### config.mk
export PLATFORM = sky130hd
export DESIGN_NAME = uart_alu_interface_flat
export DESIGN_NICKNAME = d
export VERILOG_FILES = /design/src/rtl/uart_alu_interface_pkg.sv /design/src/rtl/uart_alu_interface_if.sv /design/src/rtl/uart_alu_interface_frame_timeout_counter.sv /design/src/rtl/uart_alu_interface.sv /design/src/flat_wrapper.sv
export SDC_FILE = /design/constraint.sdc
export NUM_CORES = 1
export LEC_CHECK = 0
export CAP_MARGIN = 15
export CORE_MARGIN = 1.5
export CORE_UTILIZATION = 50
export CTS_BUF_LIST = sky130_fd_sc_hd__clkbuf_16
export DETAILED_ROUTE_END_ITERATION = 10
export HOLD_SLACK_MARGIN = 0.06
export PLACE_DENSITY = 0.79
export SKIP_CTS_REPAIR_TIMING = 1
export SYNTH_ARGS = -nofsm -noshare
export SYNTH_HDL_FRONTEND = slang
export SYNTH_SLANG_ARGS = --single-unit
### constraint.sdc
create_clock -name i_clk -period 2.1 [get_ports i_clk]
set_input_delay 0.42 -clock i_clk [delete_from_list [all_inputs] [get_ports i_clk]]
set_output_delay 0.42 -clock i_clk [all_outputs]
set_load 0.05 [all_outputs]
### src/rtl/uart_alu_interface_pkg.sv
`default_nettype none
// ============================================================================
// Module   : uart_alu_interface_pkg
// Brief    : Shared TP2 definitions: bus width defaults, FSM state encoding
//            and ALU operation codes.
// Revision : 1.0 - initial release
// ============================================================================
package uart_alu_interface_pkg;

    localparam int NB_DATA_DEFAULT = 8;
    localparam int NB_OP_DEFAULT   = 6;

    typedef enum logic [2:0] {
        WAIT_A  = 3'd0,
        WAIT_B  = 3'd1,
        WAIT_OP = 3'd2,
        LATCH   = 3'd3,
        SEND    = 3'd4,
        WAIT_TX = 3'd5
    } state_t;

    localparam logic [NB_OP_DEFAULT-1:0] OP_ADD = 6'h20;
    localparam logic [NB_OP_DEFAULT-1:0] OP_SUB = 6'h22;
    localparam logic [NB_OP_DEFAULT-1:0] OP_AND = 6'h24;
    localparam logic [NB_OP_DEFAULT-1:0] OP_OR  = 6'h25;
    localparam logic [NB_OP_DEFAULT-1:0] OP_XOR = 6'h26;
    localparam logic [NB_OP_DEFAULT-1:0] OP_NOR = 6'h27;
    localparam logic [NB_OP_DEFAULT-1:0] OP_SRA = 6'h03;
    localparam logic [NB_OP_DEFAULT-1:0] OP_SRL = 6'h02;

    // Operand/opcode collection states, where the inter-byte timeout runs.
    function automatic logic is_frame_state(input state_t s);
        return (s == WAIT_B) || (s == WAIT_OP);
    endfunction

endpackage
`default_nettype wire

### src/rtl/uart_alu_interface_if.sv
`default_nettype none
// ============================================================================
// Module   : uart_alu_interface_if
// Brief    : UART receiver/transmitter and ALU signals seen by the frame FSM.
// Revision : 1.0 - initial release
// ============================================================================
interface uart_alu_interface_if
    import uart_alu_interface_pkg::*;
#(
    parameter int NB_DATA = NB_DATA_DEFAULT,
    parameter int NB_OP   = NB_OP_DEFAULT
);
    logic [NB_DATA-1:0] i_rx_data;
    logic               i_rx_done;
    logic               i_tx_done;
    logic [NB_DATA-1:0] i_alu_result;
    logic [NB_DATA-1:0] o_data_a;
    logic [NB_DATA-1:0] o_data_b;
    logic [NB_OP-1:0]   o_op;
    logic [NB_DATA-1:0] o_tx_data;
    logic               o_tx_start;
    logic               o_busy;
    logic               o_error;

    modport slave (
        input  i_rx_data, i_rx_done, i_tx_done, i_alu_result,
        output o_data_a, o_data_b, o_op, o_tx_data, o_tx_start, o_busy, o_error
    );

    modport master (
        output i_rx_data, i_rx_done, i_tx_done, i_alu_result,
        input  o_data_a, o_data_b, o_op, o_tx_data, o_tx_start, o_busy, o_error
    );
endinterface
`default_nettype wire

### src/rtl/uart_alu_interface_frame_timeout_counter.sv
`default_nettype none
// ============================================================================
// Module   : frame_timeout_counter
// Brief    : Idle-cycle counter between frame bytes; flags the last allowed cycle.
// Revision : 1.0 - initial release
// ============================================================================
module frame_timeout_counter #(
    parameter int TIMEOUT_CYCLES = 1000000
) (
    input  wire logic i_clk,
    input  wire logic i_reset,
    input  wire logic i_clear,
    input  wire logic i_enable,
    output logic      o_expired
);
    localparam int CW = (TIMEOUT_CYCLES > 1) ? $clog2(TIMEOUT_CYCLES) : 1;
    localparam logic [CW-1:0] CNT_LAST = CW'(TIMEOUT_CYCLES - 1);

    logic [CW-1:0] cnt_q;
    logic [CW-1:0] cnt_d;

    // Clear wins over enable; the owner clears before the count can wrap.
    always_comb begin
        cnt_d = cnt_q;
        if (i_clear) begin
            cnt_d = '0;
        end else if (i_enable) begin
            cnt_d = cnt_q + 1'b1;
        end
    end

    always_ff @(posedge i_clk or posedge i_reset) begin
        if (i_reset) begin
            cnt_q <= '0;
        end else begin
            cnt_q <= cnt_d;
        end
    end

    assign o_expired = (cnt_q == CNT_LAST);

endmodule
`default_nettype wire

### src/rtl/uart_alu_interface.sv
`default_nettype none
// ============================================================================
// Module   : uart_alu_interface
// Brief    : Collects A, B and OP bytes from a UART, drives the ALU and sends
//            the result byte back through the UART transmitter.
// Revision : 1.0 - initial release
// ============================================================================
module uart_alu_interface
    import uart_alu_interface_pkg::*;
#(
    parameter int NB_DATA        = NB_DATA_DEFAULT,
    parameter int NB_OP          = NB_OP_DEFAULT,
    parameter int TIMEOUT_CYCLES = 1000000
) (
    input  wire logic            i_clk,
    input  wire logic            i_reset,
    uart_alu_interface_if.slave  bus
);
    state_t             state_q, state_d;
    logic [NB_DATA-1:0] data_a_q, data_a_d;
    logic [NB_DATA-1:0] data_b_q, data_b_d;
    logic [NB_OP-1:0]   op_q, op_d;
    logic [NB_DATA-1:0] tx_data_q, tx_data_d;

    logic w_in_frame;
    logic w_expired;
    logic w_accept;
    logic w_timeout;

    assign w_in_frame = is_frame_state(state_q);
    // A byte arriving on the expiry cycle rescues the frame.
    assign w_timeout  = w_in_frame && w_expired && !bus.i_rx_done;

    always_comb begin
        state_d   = state_q;
        data_a_d  = data_a_q;
        data_b_d  = data_b_q;
        op_d      = op_q;
        tx_data_d = tx_data_q;
        w_accept  = 1'b0;
        case (state_q)
            WAIT_A: begin
                if (bus.i_rx_done) begin
                    data_a_d = bus.i_rx_data;
                    w_accept = 1'b1;
                    state_d  = WAIT_B;
                end
            end
            WAIT_B: begin
                if (bus.i_rx_done) begin
                    data_b_d = bus.i_rx_data;
                    w_accept = 1'b1;
                    state_d  = WAIT_OP;
                end else if (w_expired) begin
                    state_d = WAIT_A;
                end
            end
            WAIT_OP: begin
                if (bus.i_rx_done) begin
                    op_d     = bus.i_rx_data[NB_OP-1:0];
                    w_accept = 1'b1;
                    state_d  = LATCH;
                end else if (w_expired) begin
                    state_d = WAIT_A;
                end
            end
            LATCH: begin
                tx_data_d = bus.i_alu_result;
                state_d   = SEND;
            end
            SEND: begin
                state_d = WAIT_TX;
            end
            WAIT_TX: begin
                if (bus.i_tx_done) begin
                    state_d = WAIT_A;
                end
            end
            default: begin
                state_d = WAIT_A;
            end
        endcase
    end

    always_ff @(posedge i_clk or posedge i_reset) begin
        if (i_reset) begin
            state_q   <= WAIT_A;
            data_a_q  <= '0;
            data_b_q  <= '0;
            op_q      <= '0;
            tx_data_q <= '0;
        end else begin
            state_q   <= state_d;
            data_a_q  <= data_a_d;
            data_b_q  <= data_b_d;
            op_q      <= op_d;
            tx_data_q <= tx_data_d;
        end
    end

    frame_timeout_counter #(
        .TIMEOUT_CYCLES (TIMEOUT_CYCLES)
    ) u_timeout (
        .i_clk     (i_clk),
        .i_reset   (i_reset),
        .i_clear   (w_accept || w_timeout),
        .i_enable  (w_in_frame),
        .o_expired (w_expired)
    );

    assign bus.o_data_a   = data_a_q;
    assign bus.o_data_b   = data_b_q;
    assign bus.o_op       = op_q;
    assign bus.o_tx_data  = tx_data_q;
    assign bus.o_tx_start = (state_q == SEND);
    assign bus.o_busy     = (state_q != WAIT_A);
    assign bus.o_error    = w_timeout;

endmodule
`default_nettype wire

### src/flat_wrapper.sv
// flat-port wrapper written by rule: the top's interface ports become plain ports
module uart_alu_interface_flat import uart_alu_interface_pkg::*;
#(
    parameter int NB_DATA        = NB_DATA_DEFAULT,
    parameter int NB_OP          = NB_OP_DEFAULT,
    parameter int TIMEOUT_CYCLES = 1000000
)
  (i_clk, i_reset, bus_i_rx_data, bus_i_rx_done, bus_i_tx_done, bus_i_alu_result, bus_o_data_a, bus_o_data_b, bus_o_op, bus_o_tx_data, bus_o_tx_start, bus_o_busy, bus_o_error);
  uart_alu_interface_if #(.NB_DATA(NB_DATA), .NB_OP(NB_OP)) bus_i ();
  input  wire logic i_clk;
  input  wire logic i_reset;
  input wire logic [$bits(bus_i.i_rx_data)-1:0] bus_i_rx_data;
  input wire logic [$bits(bus_i.i_rx_done)-1:0] bus_i_rx_done;
  input wire logic [$bits(bus_i.i_tx_done)-1:0] bus_i_tx_done;
  input wire logic [$bits(bus_i.i_alu_result)-1:0] bus_i_alu_result;
  output wire logic [$bits(bus_i.o_data_a)-1:0] bus_o_data_a;
  output wire logic [$bits(bus_i.o_data_b)-1:0] bus_o_data_b;
  output wire logic [$bits(bus_i.o_op)-1:0] bus_o_op;
  output wire logic [$bits(bus_i.o_tx_data)-1:0] bus_o_tx_data;
  output wire logic [$bits(bus_i.o_tx_start)-1:0] bus_o_tx_start;
  output wire logic [$bits(bus_i.o_busy)-1:0] bus_o_busy;
  output wire logic [$bits(bus_i.o_error)-1:0] bus_o_error;
  assign bus_i.i_rx_data = bus_i_rx_data;
  assign bus_i.i_rx_done = bus_i_rx_done;
  assign bus_i.i_tx_done = bus_i_tx_done;
  assign bus_i.i_alu_result = bus_i_alu_result;
  assign bus_o_data_a = bus_i.o_data_a;
  assign bus_o_data_b = bus_i.o_data_b;
  assign bus_o_op = bus_i.o_op;
  assign bus_o_tx_data = bus_i.o_tx_data;
  assign bus_o_tx_start = bus_i.o_tx_start;
  assign bus_o_busy = bus_i.o_busy;
  assign bus_o_error = bus_i.o_error;
  uart_alu_interface #(.NB_DATA(NB_DATA), .NB_OP(NB_OP), .TIMEOUT_CYCLES(TIMEOUT_CYCLES)) u_core (.i_clk(i_clk), .i_reset(i_reset), .bus(bus_i));
endmodule
* After elaboration in Yosys (flattened, before gate mapping)
Index checks and enable logic that the tools add are counted.
** Cells by class
- Eq/ne operators :: 8
- Multiplexer cells :: 10
- $add $sub $neg :: 1
- Reduce and logical (&&, ||, !) cells :: 13
** Operators by type and width (count)
- $mux 20 :: 2
- $add 20x1->20 const B :: 1
- $eq 20x20->1 const B :: 1
- $pmux 3 s6 :: 1
- $mux 3 :: 5
- $reduce_and 2->1 :: 4
- $eq 3x2->1 const B :: 2
- $eq 3x3->1 const B :: 2
- $ne 2x2->1 const B :: 2
- $eq 3x1->1 const B :: 1
- $logic_not 3->1 :: 1
- $reduce_bool 3->1 :: 1
- $reduce_or 3->1 :: 1
- $logic_and 1x1->1 :: 2
- $logic_or 1x1->1 :: 2
- $mux 1 :: 2
- $reduce_bool 2->1 :: 1
- $logic_not 1->1 :: 1
** Storage, ports and cells
- Output and inout port bits :: 33
- Input port bits :: 20
- Register bits after elaboration :: 53
- Logic and storage cells :: 38

* Logic depth before layout (Yosys ltp)
- Word-level depth :: 6
- Gate-level depth with buffers :: 6
- Depth with buffers taken out :: 5

* Hierarchy
Synthesis repeated with hierarchy kept, for this count alone.
** Second synthesis, totals
- Cells, all modules :: 202
- Area, all modules :: 2414.8 sq um
** Modules (own cells, without submodules)
- uart_alu_interface :: cells an instance 89, area each 1358.8 sq um, times used 1
- frame_timeout_counter :: cells an instance 113, area each 1056.0 sq um, times used 1

* Worst setup path after synthesis
OpenSTA, ideal clock, no wires.
- Path type :: register to output
- From :: reg u_core.state_q[0]
- To :: out bus_o_error
- Stages on the path, launching flop included :: 5
- Buffers on the path :: 1
- Setup slack :: -0.661 ns
- Arrival time :: 2.341 ns
- Cells stage by stage :: dfrtp_1 buf_6 xnor2_4 or4_1 nor3_1
** On the way
- Word-level cells in the longest chain between the ends :: 4
** RTL lines
- start, declared :: line uart_alu_interface.sv:19 : state_t state_q, state_d;
- start signal, assigned :: line uart_alu_interface.sv:93 : state_q <= state_d;
- $eq 3x1->1 or $eq 3x2->1 (tied branches) :: line uart_alu_interface_pkg.sv:33 : return (s == WAIT_B) || (s == WAIT_OP);
- $logic_or 1x1->1 (*) :: line uart_alu_interface_pkg.sv:33
- $logic_and 1x1->1 (*) (2 in series) :: line uart_alu_interface.sv:32 : assign w_timeout = w_in_frame && w_expired && !bus.i_rx_done;
- end, declared :: line flat_wrapper.sv:22 : output wire logic [$bits(bus_i.o_error)-1:0] bus_o_error;
Every way passes the cells marked *; elsewhere a longest branch is shown, timed or not.

* Worst setup path in the final report
- From :: reg u_core.state_q[1]
- To :: out bus_o_error
The elaborated chain is that of the path after synthesis.

==> impl_metrics.toml <==
[run_status]
outcome = "finished, violations left"
violations = "setup timing"

[placed_design]
hpwlAfterDp_um = 3440
dpl-instance-area_mm2 = 0.00310
numPortBuffers = 52
place_congestion = 0.874
place_inst = 315

[yosys]
ys_seq_area_frac = 0.548
synth_cell_type_count = 36
synth.avg_cell_area_um2 = 11.9
syn_area_mm2 = 0.00242
syn_inst = 204
ys_seq_elements = 53
yosysWarningCount = 0
syn-num-nets = 225

[sta]
slew_headroom = 0.639
period_share = 1.05
finalSetupViolCount = 1
skew_ps = 5.49
hold_viol = 0
setup_ws_ps = -100
holdWs_ps = 479
worstMarginPinSlew_ps = 540
rsz0062_at_grt = "true"
final_period_minus_worst_setup_slack_ps = 2200
fmax_ghz = 0.455
drv_slew = 0

[die]
rows = 25
die_w_um = 72.6
initial_core_util = 0.516
die_area_mm2 = 0.00527
core_mm2 = 0.00469
dieHeight_um = 72.6
boundaryPins = 53

[flow_run]
maxCapViolCount = 0

[critical_path]
arrival_ps = 1780
critPathLaunchType = "flop"
crit_required_ps = 1680
worstSetupPathType = "reg2out"
cp-end-kind = "primary output"
crit_fanout = 5

[routing]
finalWirelength_um = 4880
routedWlPerCell_um = 14.9
drtIter0Drc = 90
vias = 1784
ant_nets = 0
viasPerCell = 5.44
drc = 0
dr.pass1.iters = 4

[power_and_ir_drop]
p_leak_nw = 1.35
ir_drop_uv = 1100
power.density_mw_per_mm2 = 1590
power.total_mw = 5.23

[clock_network]
cts_made_buffers = 5
clkTransAtPathRegs_ps = 70
clk_path_buf_depth = 2
cts_sinks = 53
root_buffer = "clkbuf_16"
clk_latency_ps = 290
htree_levels = 2
cts_tree = "built"

[final_layout]
area_growth_pct = 35.8
drive_above_1_share = 0.274
design_area_mm2 = 0.00329
postLayoutCoreUtil = 0.701
nets = 294
antennaDiodeCount = 0
final_cells = 328

[grt]
antenna_found_initial = 0
grt_max_degree = 34
overflow = 0
grt_first_pass_wirelength_um = 8310
grt_pass1_vias = 1883
grt_util_all_layers = 0.204

[hold_path]
hp-class = "in2async"
## area by class of cell
cell class | count | area [um2]
clock buffer | 5 | 125
inverter | 3 | 11.3
tap | 54 | 67.6
fill | 346 | 1400
multi-input combinational | 138 | 1050
sequential | 53 | 1330
clock inverter | 3 | 21.3
timing repair buffer | 72 | 688
## layer usage
| layer | global-route usage | vias to the layer above | wire length (um) |
|---|---|---|---|
| li1 | - | 871 | - |
| met3 | 0.0843 | 7 | 384 |
| met4 | 0.0713 | 0 | 66 |
| met5 | 0 | - | 0 |
| met2 | 0.325 | 40 | 2250 |
| met1 | 0.252 | 866 | 2180 |
## synthesized netlist by cell type (all sizes together)
cell type | number | share of area
nand4 | 4 | 0.010
nor4b | 1 | 0.0036
dfrtp | 53 | 0.55
or2 | 1 | 0.0026
xnor2 | 8 | 0.037
inv | 3 | 0.0046
nand4b | 1 | 0.0036
nor3b | 2 | 0.0062
or3 | 9 | 0.023
o221ai | 1 | 0.0036
buf | 6 | 0.021
o31ai | 6 | 0.019
and3 | 3 | 0.0077
and4 | 1 | 0.0036
o21ai | 8 | 0.017
and3b | 1 | 0.0036
ha | 1 | 0.0052
nor2 | 12 | 0.019
a31o | 1 | 0.0036
clkbuf | 4 | 0.0062
a21oi | 13 | 0.028
nand2b | 5 | 0.013
nand3 | 5 | 0.010
nor3 | 4 | 0.010
nor2b | 1 | 0.0026
nand2 | 10 | 0.015
xor2 | 1 | 0.0036
nor4 | 2 | 0.0052
mux2 | 30 | 0.14
or4 | 7 | 0.025
## registers in the layout, indices dropped and copies added, names as in the netlist
name,flops
u_core.state_q,3
u_core.bus.o_data_a,8
u_core.bus.o_tx_data,8
u_core.bus.o_op,6
u_core.u_timeout.cnt_q,20
u_core.bus.o_data_b,8
## cells in the final DEF (no fill, tap or decap), types with 2 or more instances in the layout
master           netlist  final
nor2_1                12     12
nor4_1                 2      2
or3_1                  9      8
nor3_1                 3      2
inv_1                  3      2
nand2b_1               5      5
mux2_2                30     30
dfrtp_1               53     51
o21ai_0                8      8
a21oi_1               12     12
buf_4                  1     21
or4_4                  2      3
nand2_1               10     10
clkbuf_16              0      5
and3_1                 3      3
or4_1                  5      4
xnor2_1                7      7
clkdlybuf4s50_1        0     49
nand3_1                5      5
buf_12                 0      2
dfrtp_2                0      2
nand4_1                4      4
o31ai_1                6      5
## worst max-delay path, stage by stage, from the launching register on
cell	delay, ps
dfrtp_2	440
xnor2_4	170
or4_4	540
nor3_4	170
buf_12	160
## worst paths after layout
check / start / endpoint / slack [ps] / cells after the start
max: u_core.state_q[1]$_DFFE_PP0P_ / bus_o_error / -100 / 4
min reg2reg: u_core.bus.o_tx_data[0]$_DFFE_PP0N_ / u_core.bus.o_tx_data[0]$_DFFE_PP0N_ / 510 / 1
min: i_reset / u_core.u_timeout.cnt_q[7]$_DFFE_PP0P_ / 480 / 3
max in group asynchronous: i_reset / u_core.state_q[1]$_DFFE_PP0P_ / 1250 / 3
max reg2reg: u_core.state_q[1]$_DFFE_PP0P_ / u_core.u_timeout.cnt_q[17]$_DFFE_PP0P_ / 90 / 6
min in group i_clk: u_core.bus.o_tx_data[0]$_DFFE_PP0N_ / u_core.bus.o_tx_data[0]$_DFFE_PP0N_ / 510 / 1
## where the power goes
part / internal [mW] / switching [mW] / leakage (nW)
clock network: 0.445 / 0.377 / 0.0718
registers: 1.37 / 0.199 / 0.667
logic: 1.13 / 1.71 / 0.611
total: 2.95 / 2.28 / 1.35
## stage by stage
stage	setup TNS [ps]	setup WS (ps)
6_report	-100	-100
5_1_grt	-161	-146
4_1_cts	-291	-291
3_5_place_dp	0	30.5
3_3_place_gp	0	45.8
2_1_floorplan	-70.2	-70.2
## logic make-up (layout without fill, tap and decap cells)
group                      after synthesis  after routing  synth area share
AOI/OAI and AO/OA                       29             29            0.0708
xor gates and xnor gates                 9              9            0.0403
adders and majority gates                1              1           0.00516
buffers and inverters                   13             83            0.0320
DFF                                     53             53             0.548
muxes                                   30             30             0.139
and+or+nand+nor                         69             69             0.165
(Power assumes the default switching activity.)
